--- config.mk ---
export PLATFORM = sky130hd
export DESIGN_NAME = hub75_scan_ctrl
export DESIGN_NICKNAME = d
export VERILOG_FILES = /design/src/rtl/hub75_pkg.sv /design/src/rtl/hub75_bcm_timer.sv /design/src/rtl/hub75_scan_ctrl.sv
export SDC_FILE = /design/constraint.sdc
export NUM_CORES = 1
export LEC_CHECK = 0
export ABC_AREA = 1
export CAP_MARGIN = 5
export CORE_AREA = 10 10 82 84
export CTS_CLUSTER_DIAMETER = 50
export DETAILED_ROUTE_END_ITERATION = 8
export DIE_AREA = 0 0 92 94
export PLACE_DENSITY_LB_ADDON = 0.15
export SYNTH_ARGS = -nofsm -noshare
export SYNTH_HDL_FRONTEND = slang
export SYNTH_HIERARCHICAL = 1
export SYNTH_SLANG_ARGS = --single-unit
--- constraint.sdc ---
create_clock -name clk -period 2 [get_ports clk]
set_input_delay 0.2 -clock clk [delete_from_list [all_inputs] [get_ports clk]]
set_output_delay 0.2 -clock clk [all_outputs]
set_load 0.1 [all_outputs]
--- src/rtl/hub75_pkg.sv ---
// Shared types and defaults for the HUB75 scan controller.
package hub75_pkg;

  // Default panel geometry and colour depth.
  localparam int DEF_COLS     = 32;
  localparam int DEF_ROW_BITS = 3;
  localparam int DEF_PLANES   = 4;
  localparam int DEF_BASE_OE  = 8;

  // rd_data is {r1,g1,b1,r2,g2,b2}; field f sits at [f*PLANES +: PLANES].
  localparam int NUM_FIELDS = 6;
  localparam int F_B2       = 0;
  localparam int F_G2       = 1;
  localparam int F_R2       = 2;
  localparam int F_B1       = 3;
  localparam int F_G1       = 4;
  localparam int F_R1       = 5;

  typedef enum logic [2:0] {
    IDLE    = 3'd0,
    SHIFT   = 3'd1,
    BLANK   = 3'd2,
    LATCH   = 3'd3,
    DISPLAY = 3'd4
  } state_t;

  // Index width that stays legal when there is only one item.
  function automatic int clog2_min1(input int v);
    return (v > 1) ? $clog2(v) : 1;
  endfunction

endpackage

--- src/rtl/hub75_bcm_timer.sv ---
// Loadable down counter timing the lit period of one BCM bit plane.
module hub75_bcm_timer
  import hub75_pkg::*;
#(
  parameter  int PLANES  = DEF_PLANES,
  parameter  int BASE_OE = DEF_BASE_OE,
  localparam int PW      = clog2_min1(PLANES),
  localparam int DW      = $clog2(BASE_OE << (PLANES - 1)) + 1
) (
  input  logic          clk,
  input  logic          areset,
  input  logic          load,
  input  logic [PW-1:0] plane,
  output logic          done
);

  logic [DW-1:0] count_reg;
  logic [DW-1:0] count_next;

  // Load the plane weight, otherwise count down and park at zero.
  always_comb begin
    count_next = count_reg;
    if (load) begin
      count_next = DW'(BASE_OE) << plane;
    end else if (count_reg != '0) begin
      count_next = count_reg - DW'(1);
    end
  end

  // Counter register.
  always_ff @(posedge clk) begin
    if (!areset) begin
      count_reg <= '0;
    end else begin
      count_reg <= count_next;
    end
  end

  // Last lit cycle of the plane.
  assign done = (count_reg == DW'(1));

endmodule

--- src/rtl/hub75_scan_ctrl.sv ---
// HUB75 1/8-scan sequencer: shifts a row pair per bit plane from the frame
// buffer, latches it, and lights it for a binary-weighted period.
module hub75_scan_ctrl
  import hub75_pkg::*;
#(
  parameter  int COLS     = DEF_COLS,
  parameter  int ROW_BITS = DEF_ROW_BITS,
  parameter  int PLANES   = DEF_PLANES,
  parameter  int BASE_OE  = DEF_BASE_OE,
  localparam int CB       = clog2_min1(COLS),
  localparam int AW       = ROW_BITS + CB,
  localparam int PW       = clog2_min1(PLANES),
  localparam int KW       = $clog2(2 * COLS + 1)
) (
  input  logic                         clk,
  input  logic                         areset,
  input  logic                         en,
  output logic [AW-1:0]                rd_addr,
  input  logic [NUM_FIELDS*PLANES-1:0] rd_data,
  output logic                         r1,
  output logic                         g1,
  output logic                         b1,
  output logic                         r2,
  output logic                         g2,
  output logic                         b2,
  output logic [ROW_BITS-1:0]          abc,
  output logic                         oclk,
  output logic                         lat,
  output logic                         oe,
  output logic                         frame_done
);

  localparam logic [KW-1:0]       K_LAST     = KW'(2 * COLS);
  localparam logic [PW-1:0]       LAST_PLANE = PW'(PLANES - 1);
  localparam logic [ROW_BITS-1:0] LAST_ROW   = {ROW_BITS{1'b1}};

  state_t              state_reg, state_next;
  logic [ROW_BITS-1:0] row_reg, row_next;
  logic [PW-1:0]       plane_reg, plane_next;
  logic [KW-1:0]       k_reg, k_next;
  logic                timer_load;
  logic                timer_done;
  logic                frame_wrap;

  logic [AW-1:0]         rd_addr_reg, rd_addr_next;
  logic [NUM_FIELDS-1:0] color_reg, color_next;
  logic [ROW_BITS-1:0]   abc_reg, abc_next;
  logic                  oclk_reg, oclk_next;
  logic                  lat_reg, lat_next;
  logic                  oe_reg, oe_next;
  logic                  frame_done_reg, frame_done_next;
  logic [NUM_FIELDS-1:0] plane_bits;

  // Pick the current bit plane out of every colour field of the read word.
  for (genvar gi = 0; gi < NUM_FIELDS; gi++) begin : g_field
    logic [PLANES-1:0] field;
    assign field          = rd_data[gi*PLANES +: PLANES];
    assign plane_bits[gi] = field[plane_reg];
  end

  hub75_bcm_timer #(
    .PLANES  (PLANES),
    .BASE_OE (BASE_OE)
  ) u_timer (
    .clk    (clk),
    .areset (areset),
    .load   (timer_load),
    .plane  (plane_reg),
    .done   (timer_done)
  );

  // State and scan-position registers.
  always_ff @(posedge clk) begin
    if (!areset) begin
      state_reg <= IDLE;
      row_reg   <= '0;
      plane_reg <= '0;
      k_reg     <= '0;
    end else begin
      state_reg <= state_next;
      row_reg   <= row_next;
      plane_reg <= plane_next;
      k_reg     <= k_next;
    end
  end

  // Next state: shift 2*COLS+1 cycles, blank, latch, then light the plane.
  always_comb begin
    state_next = state_reg;
    row_next   = row_reg;
    plane_next = plane_reg;
    k_next     = k_reg;
    timer_load = 1'b0;
    frame_wrap = 1'b0;
    unique case (state_reg)
      IDLE: begin
        if (en) begin
          state_next = SHIFT;
          row_next   = '0;
          plane_next = '0;
          k_next     = '0;
        end
      end
      SHIFT: begin
        if (k_reg == K_LAST) begin
          state_next = BLANK;
          k_next     = '0;
        end else begin
          k_next = k_reg + KW'(1);
        end
      end
      BLANK: state_next = LATCH;
      LATCH: begin
        state_next = DISPLAY;
        timer_load = 1'b1;
      end
      DISPLAY: begin
        if (timer_done) begin
          k_next = '0;
          if (plane_reg == LAST_PLANE) begin
            plane_next = '0;
            row_next   = row_reg + ROW_BITS'(1);
            frame_wrap = (row_reg == LAST_ROW);
          end else begin
            plane_next = plane_reg + PW'(1);
          end
          // en is only looked at here, so a started pass always finishes.
          state_next = en ? SHIFT : IDLE;
        end
      end
      default: state_next = IDLE;
    endcase
  end

  // Pin values for the next cycle, decoded from the next state so every pin is a flop.
  always_comb begin
    oe_next         = (state_next != DISPLAY);
    lat_next        = (state_next == LATCH);
    oclk_next       = (state_next == SHIFT) && !k_next[0] && (k_next != '0);
    rd_addr_next    = rd_addr_reg;
    color_next      = color_reg;
    abc_next        = abc_reg;
    frame_done_next = frame_wrap;
    if (state_next == SHIFT) begin
      rd_addr_next = {row_next, k_next[CB:1]};
    end
    // Odd shift cycles carry the word addressed on the previous cycle.
    if ((state_reg == SHIFT) && k_reg[0]) begin
      color_next = plane_bits;
    end
    if (state_reg == LATCH) begin
      abc_next = row_reg;
    end
  end

  // Output registers; reset blanks the panel and clears every pin.
  always_ff @(posedge clk) begin
    if (!areset) begin
      rd_addr_reg    <= '0;
      color_reg      <= '0;
      abc_reg        <= '0;
      oclk_reg       <= 1'b0;
      lat_reg        <= 1'b0;
      oe_reg         <= 1'b1;
      frame_done_reg <= 1'b0;
    end else begin
      rd_addr_reg    <= rd_addr_next;
      color_reg      <= color_next;
      abc_reg        <= abc_next;
      oclk_reg       <= oclk_next;
      lat_reg        <= lat_next;
      oe_reg         <= oe_next;
      frame_done_reg <= frame_done_next;
    end
  end

  assign rd_addr    = rd_addr_reg;
  assign r1         = color_reg[F_R1];
  assign g1         = color_reg[F_G1];
  assign b1         = color_reg[F_B1];
  assign r2         = color_reg[F_R2];
  assign g2         = color_reg[F_G2];
  assign b2         = color_reg[F_B2];
  assign abc        = abc_reg;
  assign oclk       = oclk_reg;
  assign lat        = lat_reg;
  assign oe         = oe_reg;
  assign frame_done = frame_done_reg;

endmodule

* After elaboration in Yosys (flattened, before gate mapping)
Cells that the tools add are included.
** Storage, ports and cells
- Register bits :: 43
- Input port bits :: 27
- Output and inout port bits :: 21
** Operators by class
- Reduce and logical (&&, ||, !) cells :: 11
- Eq/ne operators :: 13
- Shift operators :: 1
- Magnitude comparators :: 1
- $add $sub $neg :: 4
- Mux-type cells :: 32
** Operators with widths (number)
- two-way mux 7 bit :: 5
- case mux 7 bit (3 select lines) :: 1
- two-way mux 3 bit :: 6
- case mux 3 bit (5 select lines) :: 1
- nonzero test 7 bit :: 2
- binary-select mux 1 bit (select 2 bit) :: 6
- == test 3 x 2 -> 1 bit (second input constant) :: 3
- two-way mux 1 bit :: 8
- adder 7 x 1 -> 7 bit (second input constant) :: 1
- == test 7 x 1 -> 1 bit (second input constant) :: 1
- == test 7 bit (second input constant) :: 1
- << shifter 4 x 2 -> 7 bit (first input constant) :: 1
- subtractor 7 x 1 -> 7 bit (second input constant) :: 1
- == test 3 x 1 -> 1 bit (second input constant) :: 2
- == test 3 bit (second input constant) :: 2
- two-way mux 2 bit :: 3
- case mux 3 bit (2 select lines) :: 1
- != test 2 bit (second input constant) :: 2
- case mux 2 bit (2 select lines) :: 1
- AND reduction 4 bit :: 1
- nonzero test 2 bit :: 2
- adder 3 x 1 -> 3 bit (second input constant) :: 1
- logical AND 1 bit :: 3
- logical NOT 3 bit :: 1
- 6 further kinds :: 6

* Longest topological paths before layout
- Depth in word-level cells :: 6
- Depth in mapped cells :: 13
- Gate-level depth less buffers :: 13

* Hierarchy
Netlist, hierarchy kept.
** By module, submodules not included
- hub75_scan_ctrl :: cells an instance 264, sequential area each 720.7 µm², area each 1778.0 µm², instances 1
- hub75_bcm_timer :: cells an instance 61, sequential area each 140.1 µm², area each 457.9 µm², instances 1

* Worst setup path after synthesis
No wires, ideal clock.
- Path type :: register to register
- Start point :: register state_reg[1]
- End point :: register u_timer.count_reg[3]
- Stages on the path, launching flop included :: 7
- Setup slack :: 0.470 ns
- Arrival time :: 1.416 ns
- Required time :: 1.886 ns
- Path buffers :: 0
- Setup time :: 0.114 ns
- Cells stage by stage :: dfxtp_1 -> inv_1 -> nor3_2 -> inv_2 -> nand3_1 -> o21a_1 -> a21oi_2
** Between the ends
- Longest elaborated chain between the ends :: 3
- Elaborated cells between the ends (all ways) :: 4
- Classes of those cells :: eq/ne (1); mux (2); reduce/logical (1)
** RTL lines
- start: declaration :: line hub75_scan_ctrl.sv:37 : state_t state_reg, state_next;
- start signal: assignment :: line hub75_scan_ctrl.sv:80 : state_reg <= state_next;
- == test 3 x 2 -> 1 bit (*) :: line hub75_scan_ctrl.sv:95 : unique case (state_reg)
- two-way mux 1 bit (*) :: line hub75_scan_ctrl.sv:95
- net timer_load :: line hub75_scan_ctrl.sv:41 : logic timer_load;
- two-way mux 7 bit / nonzero test 2 bit (equally long branches)
- end signal: assignment :: line hub75_bcm_timer.sv:35 : count_reg <= count_next;
- end: declaration :: line hub75_bcm_timer.sv:17 : logic [DW-1:0] count_reg;
Mark *: on every way through the listed nets, which the timed path passes. The rest lies on a longest branch.
A chain may end at the register's enable or synchronous reset.

* Worst setup path in the final report
- Start point :: register u_timer.count_reg[4]
- End point :: register oclk_reg (netlist: oclk)
** Between the ends
- Longest elaborated chain between the ends :: 6
- Elaborated cells between the ends (all ways) :: 10
- Classes of those cells :: eq/ne (2); mux (4); reduce/logical (4)
** RTL lines
- == test 7 x 1 -> 1 bit (*) :: line hub75_bcm_timer.sv:40 : assign done = (count_reg == DW'(1));
- net timer_done :: line hub75_scan_ctrl.sv:42 : logic timer_done;
- two-way mux 3 bit / two-way mux 7 bit (equally long branches) :: line hub75_scan_ctrl.sv:118 : if (timer_done) begin
- case mux 3 bit (5 select lines) / case mux 7 bit (3 select lines) (equally long branches) :: line hub75_scan_ctrl.sv:95
- == test 3 x 1 -> 1 bit / logical NOT 1 bit (equally long branches) :: line hub75_scan_ctrl.sv:139 : oclk_next = (state_next == SHIFT) && !k_next[0] && (k_next != '0);
- logical AND 1 bit :: line hub75_scan_ctrl.sv:139
- logical AND 1 bit (*) :: line hub75_scan_ctrl.sv:139
- end signal: assignment :: line hub75_scan_ctrl.sv:170 : oclk_reg <= oclk_next;
- end: declaration :: line hub75_scan_ctrl.sv:48 : logic oclk_reg, oclk_next;
Marked as above.

==> flow_summary.toml <==
[synthesis]
synth_most_common_cell = "nor2_1"
ys_ff_latch = 43
syn_area_sq_um = 2236
synth.avg_cell_area_sq_um = 6.880
synthCells = 325
synth_fp_nets = 359
yosys-top-cells-area = "dfxtp_1 (39%), nor2_1 (9.7%), nand2_1 (8.1%), o21ai_0 (7.4%), inv_1 (6.9%)"
synth_warnings = 6
synth_edf_count = 0
yosysTopAreaCellShare_pct = 38.50
ys_types = 34
ys.flop_type = "dfxtp_1"
synthTopCellsByCount = "nor2_1 (58), nand2_1 (48), dfxtp_1 (43)"
yosysTopAreaCell = "dfxtp_1"
synthArstFlopShare_pct = 0
ys_seq_area_share_pct = 38.50

[drt]
drt_pass1_iterations = 4
via_count = 2176
routedWlPerCell_um = 12.99
drt_iter0_drc = 107
remaining_drc_errors = 0
viasPerCell = 4.857
ant_nets = 0
drt_wl_total_mm = 5.820

[critical_path]
r2r_slack_ns = 0.27
crit_type = "reg -> reg"
regToRegEndpoint = "oclk$_SDFF_PN0_"
worst-path-buf-inv = 1
reg2regPathDepth = 12
critPathMaxFanout = 4
cp-end-kind = "register"
cp_data_required_time_ns = 2.20
crit_chain = "nor2_4 -> nand2_4 -> nor2_1 -> inv_1 -> nand3_2 -> nand3_2 -> nand2_1 -> nand2_1 -> nor2_1 -> nand3_1 -> nor2_1 -> nor2_1"
critPathArrivalTime_ns = 1.93
r2r_start = "u_timer/count_reg[4]$_SDFFE_PN0P_"
critPathLaunchType = "register"
cp_slowest_stage_delay_ns = 0.37
crit_family = "simple AND/OR/NAND/NOR gates"
slowest_stage = "dfxtp_1"
cpMostUsedCell = "nor2_1"

[sta]
worst_pin_slew_ns = 0.4774
rsz0062_at_grt = "no"
finalCriticalPeriod_ns = 1.727
fin_crit_sh_pct = 86.33
finalHoldViolCount = 0
fmax_mhz = 579.2
slew_headroom_pct = 67.97
report.final.slew_viol_count = 0
setup_viol = 0
tns_ns = 0
finClkSkew_ns = 0.01274
fin_ws_ns = 0.2734

[clock_tree]
cts.sinks = 43
h-tree-depth = 2
clockBufferDepth = 2
worstSkewPairLatency_ns = 0.31
clkTransAtPathRegs_ns = 0.09
cts_tree = "done"
cts_root_buf = "clkbuf_8"
cts_buffers = 5

[job]
maxCapViolations = 0

[die]
die-area_sq_um = 8648
die_x_um = 92
coreArea_sq_um = 5075
io_pins = 48
num_rows = 26
die_h_um = 94
initial_utilization_pct = 44.06

[min_path]
hold_path.class = "reg -> reg"
worstHoldEndpoint = "u_timer/count_reg[6]$_SDFFE_PN0P_"
hold_depth = 2
min-delay-start = "u_timer/count_reg[6]$_SDFFE_PN0P_"

[placed_design]
dp_hpwl_mm = 4.401
portBuffers = 47
place.gp.congestion = 0.8612
place_ws_ns = 0.1685

[pwr]
power_leakage_nw = 1.311
vdd_drop_max_mv = 0.4150
p_per_area_nw_per_um2 = 868.7

[layout]
seq_area_sq_um = 860.8
fillers = 515
multi_input_area_sq_um = 1180
area_growth_pct = 28.48
fin_nets = 411
final_layout_size_suffix_gt1_share_pct = 14.29
diodes = 0
largest_reg_flops = 8

[global_routing]
antenna_found_initial = 0
grt_pass1_wl_mm = 9.984
grt.total_usage_pct = 14.00
grt_overflow = 0
grt_pass1_vias = 2063
grt_max_degree = 26

[outcome]
status = "finished, final reports clean"
-- area by class of cell --
class                   instances  share of cell area [%]
inverters                      47                   6.141
repair buffers                 52                   15.85
clock inverters                 3                   1.524
clock buffers                   5                   2.395
multi-input cells             228                   41.07
well taps                      70                   3.049
flip-flops and latches         43                   29.97
-- where the power goes --
part	internal [mW]	total (mW)	switching [mW]	leakage, nW
clock network	0.372	0.694	0.322	0.0581
registers	0.929	1.01	0.0786	0.349
logic	0.300	0.794	0.493	0.904
total	1.60	2.50	0.894	1.31
-- how the worst max path moves through the flow --
stage / slack [ns] / end / start / cells past startpoint
2_1_floorplan: 0.47 / u_timer/count_reg[3]$_SDFFE_PN0P_ / state_reg[1]$_SDFF_PN0_ / 6
4_1_cts: 0.15 / oclk$_SDFF_PN0_ / u_timer/count_reg[4]$_SDFFE_PN0P_ / 12
3_3_place_gp: 0.20 / oclk$_SDFF_PN0_ / u_timer/count_reg[4]$_SDFFE_PN0P_ / 9
5_1_grt: 0.07 / oclk$_SDFF_PN0_ / u_timer/count_reg[1]$_SDFFE_PN0P_ / 13
6_report: 0.27 / oclk$_SDFF_PN0_ / u_timer/count_reg[4]$_SDFFE_PN0P_ / 12
3_5_place_dp: 0.17 / oclk$_SDFF_PN0_ / u_timer/count_reg[4]$_SDFFE_PN0P_ / 12
-- per-stage QoR --
stage | instance area (sq um) | instances | hold WS [ns] | utilization [%] | power [mW]
finish | 2873 | 448 | 0.4703 | 56.61 | 2.496
global route | 2873 | 448 | 0.4893 | 56.61 | 2.664
CTS | 2863 | 448 | 0.4662 | 56.41 | 2.517
detailed placement | 2750 | 440 | 0.4523 | 54.19 | 1.821
global placement | 2750 | 440 | 0.4516 | 54.19 | 1.811
floorplan | 2236 | 325 | 0.3185 | - | 1.634
-- layout by cell type (no fill, tap or decap) --
cell type / count
bufinv_16: 1
nor2_1: 58
nand3b_1: 1
nand2_2: 2
nand4_1: 5
clkinv_2: 1
o31ai_1: 1
a31oi_1: 6
dfxtp_1: 43
o21a_1: 1
inv_2: 5
o21ai_0: 33
nand3_1: 21
nand2_1: 48
buf_4: 26
clkbuf_8: 5
nor3_4: 1
a21oi_1: 20
nor3_2: 1
nor2_8: 1
nor3_1: 3
a211oi_1: 1
nor2_2: 2
inv_1: 41
xor2_1: 1
nand2_4: 2
xnor2_1: 1
clkinv_1: 1
o21bai_1: 1
o211ai_1: 1
nand3_2: 3
clkdlybuf4s50_1: 26
nor4_1: 2
a21oi_2: 1
nor2_4: 2
o21ai_1: 2
ha_1: 7
clkinv_4: 1
-- tightest hold or removal path, stage by stage (launching register included) --
cell and delay (ns):
dfxtp_1 0.32, nand2_1 0.06, o21ai_1 0.05
-- cells by family (layout without fill, tap and decap cells) --
family,Yosys count,count (layout),synth area share [%]
AND/OR/NAND/NOR,152,152,31.56
AO/OA/AOI/OAI,67,67,16.06
buffers and inverters,54,107,9.178
flip-flops,43,43,38.50
adder cells (fa/ha/maj),7,7,3.917
XOR/XNOR,2,2,0.7836
-- layer usage --
| metal | global-route usage, % | vias to the layer above | share of wire (%) |
|---|---|---|---|
| met1 | 17.60 | 976 | 48 |
| met5 | 0 | - | 0 |
| met3 | 3.917 | 7 | 4.0 |
| li1 | - | 1157 | - |
| met2 | 22.88 | 36 | 47 |
| met4 | 3.856 | 0 | 1.2 |
-- repair_timing --
action,in CTS,in global routing
hold buffers,0,0
setup buffers,0,0
resized for setup,0,2
setup endpoints to repair,0,1
Power figures use the tool's default switching activity.
==> RTL change (same settings) <==
`rd_addr_reg` no longer has a reset.
--- a/src/rtl/hub75_scan_ctrl.sv
+++ b/src/rtl/hub75_scan_ctrl.sv
@@ -158,3 +158,2 @@
     if (!areset) begin
-      rd_addr_reg    <= '0;
       color_reg      <= '0;
@@ -166,3 +165,2 @@
     end else begin
-      rd_addr_reg    <= rd_addr_next;
       color_reg      <= color_next;
@@ -174,2 +172,6 @@
     end
+  end
+
+  always_ff @(posedge clk) begin
+    rd_addr_reg <= rd_addr_next;
   end
Formal check against the unedited RTL: differs if areset is asserted again (counterexample within 4 cycles, from zero or initial values and one cycle with areset low); with areset held inactive, the same outputs for 10 cycles.
==> RTL change against the unedited design <==
Hold slack worse by 3.1 ps. Clock power down 3.5%. Critical endpoint is now rd_addr[1]. Count of clock-buffer cells in the layout unchanged. Total power up 4.4%. Largest cell class unchanged. Critical path depth down 3. Worst setup slack worse by 64 ps. Sequential share of layout area up 2.5 points. Routed wire length down 4.4%. Sequential cell count unchanged. Non-clock buffer count up 2. Final area up 0.87%. Area after synthesis up 0.56%. Critical path type unchanged.
==> RTL change: results (changes against the unedited design) <==
- Cell area after placement: 2790 sq um (+1.5%)
- Met3 routed WL: 405 um (+75%)
- Metal1 wirelength: 2620 um (-5.8%)
- H-Tree Depth: 2 (unchanged)
- Hold_sp: u_timer/count_reg[6]
- Leak: 1.37 nW (+4.5%)
- Crit-path leading delay family: simple AND/OR/NAND/NOR gates
- Status: finished, final reports clean
- Largest net degree at the start of global routing: 20 (-23%)
- Fin Clk Skew: 7.64 ps (-5.09 ps)
- Async S/R FF share, synth: 0% (unchanged)
- Relative slew margins: 68.0% (about the same)
- Crit Path Max Fanout: 9 (+5)
- Sequential share of the synthesized area: 41.8% (+3.3 points)
- Post-place setup slack: 243 ps (+74.2 ps)
- DPL Wire Length: 4470 um (+1.5%)
- Met2 usage in global routing: 21.5% (-1.4 points)
- Final WS setup: 210 ps (-63.9 ps)
- Grt met1 use: 16.1% (-1.5 points)
- FF-to-FF path depth: 9 (-3)
- Hold Path Sink: u_timer/count_reg[6]
- Vias in the first global route: 1966 (-4.7%)
- VDD IR max: 0.432 mV (+4.1%)
- Routability cong.: 0.829 (-3.8%)
- Area contributors post-synth: dfxtp_1 (31%), edfxtp_1 (11%), nand2_1 (10%)
- Compound-Gate Fraction of Synth Area: 12.7% (-3.3 points)
- Diode count: 0 (unchanged)
- Worst skew pair latency: 300 ps
- Critical Path Sink: rd_addr[1]
- GRT met3 Usage: 5.44% (+1.5 points)
- Comb group: 0.000893 W (+12%)
- Drt total wl: 5560 um (-4.4%)
- Vias per inst: 4.74 (-2.4%)
- Mapped Nets: 346 (-3.6%)
- Adder-cell share of the synthesized area: 3.90% (-0.022 points)
- Worst EP arrival: 1760 ps (-170 ps)
- GRT Total Usage: 13.4% (-0.56 points)
- Post-synth cell types: 35 (+2.9%)
- Xor/xnor share of the synthesized area: 0.779% (-0.0044 points)
- EDFF count, synth: 8 (+8)
- Drt first-iter violations: 72 (-33%)
- Nets: 401 (-2.4%)
- Net Sw Power: 0.000953 W (+6.6%)
- Met2 Wirelength: 2480 um (-9.7%)
- Clock Power: 0.000670 W (-3.5%)
- Reg2Reg Launch Point: k_reg[0]
- Share of layout cells above drive strength 1: 14.4% (+0.12 points)
- First-pass GRT wire length: 9470 um (-5.2%)
- Most frequent cells after synthesis: nand2_1 (60), nor2_1 (51), inv_1 (41)
- Drt pass-1 iters: 4 (unchanged)
RTL change: cell count changes in the layout (fill, tap and decap cells not counted), sizes merged, moves of 4 or more:
cell    delta
nor2       -5
edfxtp     +8
a21oi      -7
o21ai     -10
nand2     +13
dfxtp      -8
nor3       -4
RTL change: final cells by class:
class	instances	area, sq um
multi-input combinational	217	1110
fill	520	2180
inverter	46	173
clock inverter	3	38.8
clock buffer	5	68.8
timing repair buffer	54	483
tap	70	87.6
sequential	43	941
RTL change: metrics by stage:
stage	hold WS [ps]	total power, W	cells
after global placement	455	0.00195	430
final	467	0.00261	438
after CTS	468	0.00262	438
after global routing	512	0.00276	438
after detailed placement	455	0.00196	430
after floorplan	318	0.00174	312
RTL change: logic make-up after synthesis:
logic type      count (synthesis)
buf+inv                        52
flops                          43
fa+ha+maj                       7
xor+xnor                        2
compound gates                 52
simple gates                  156
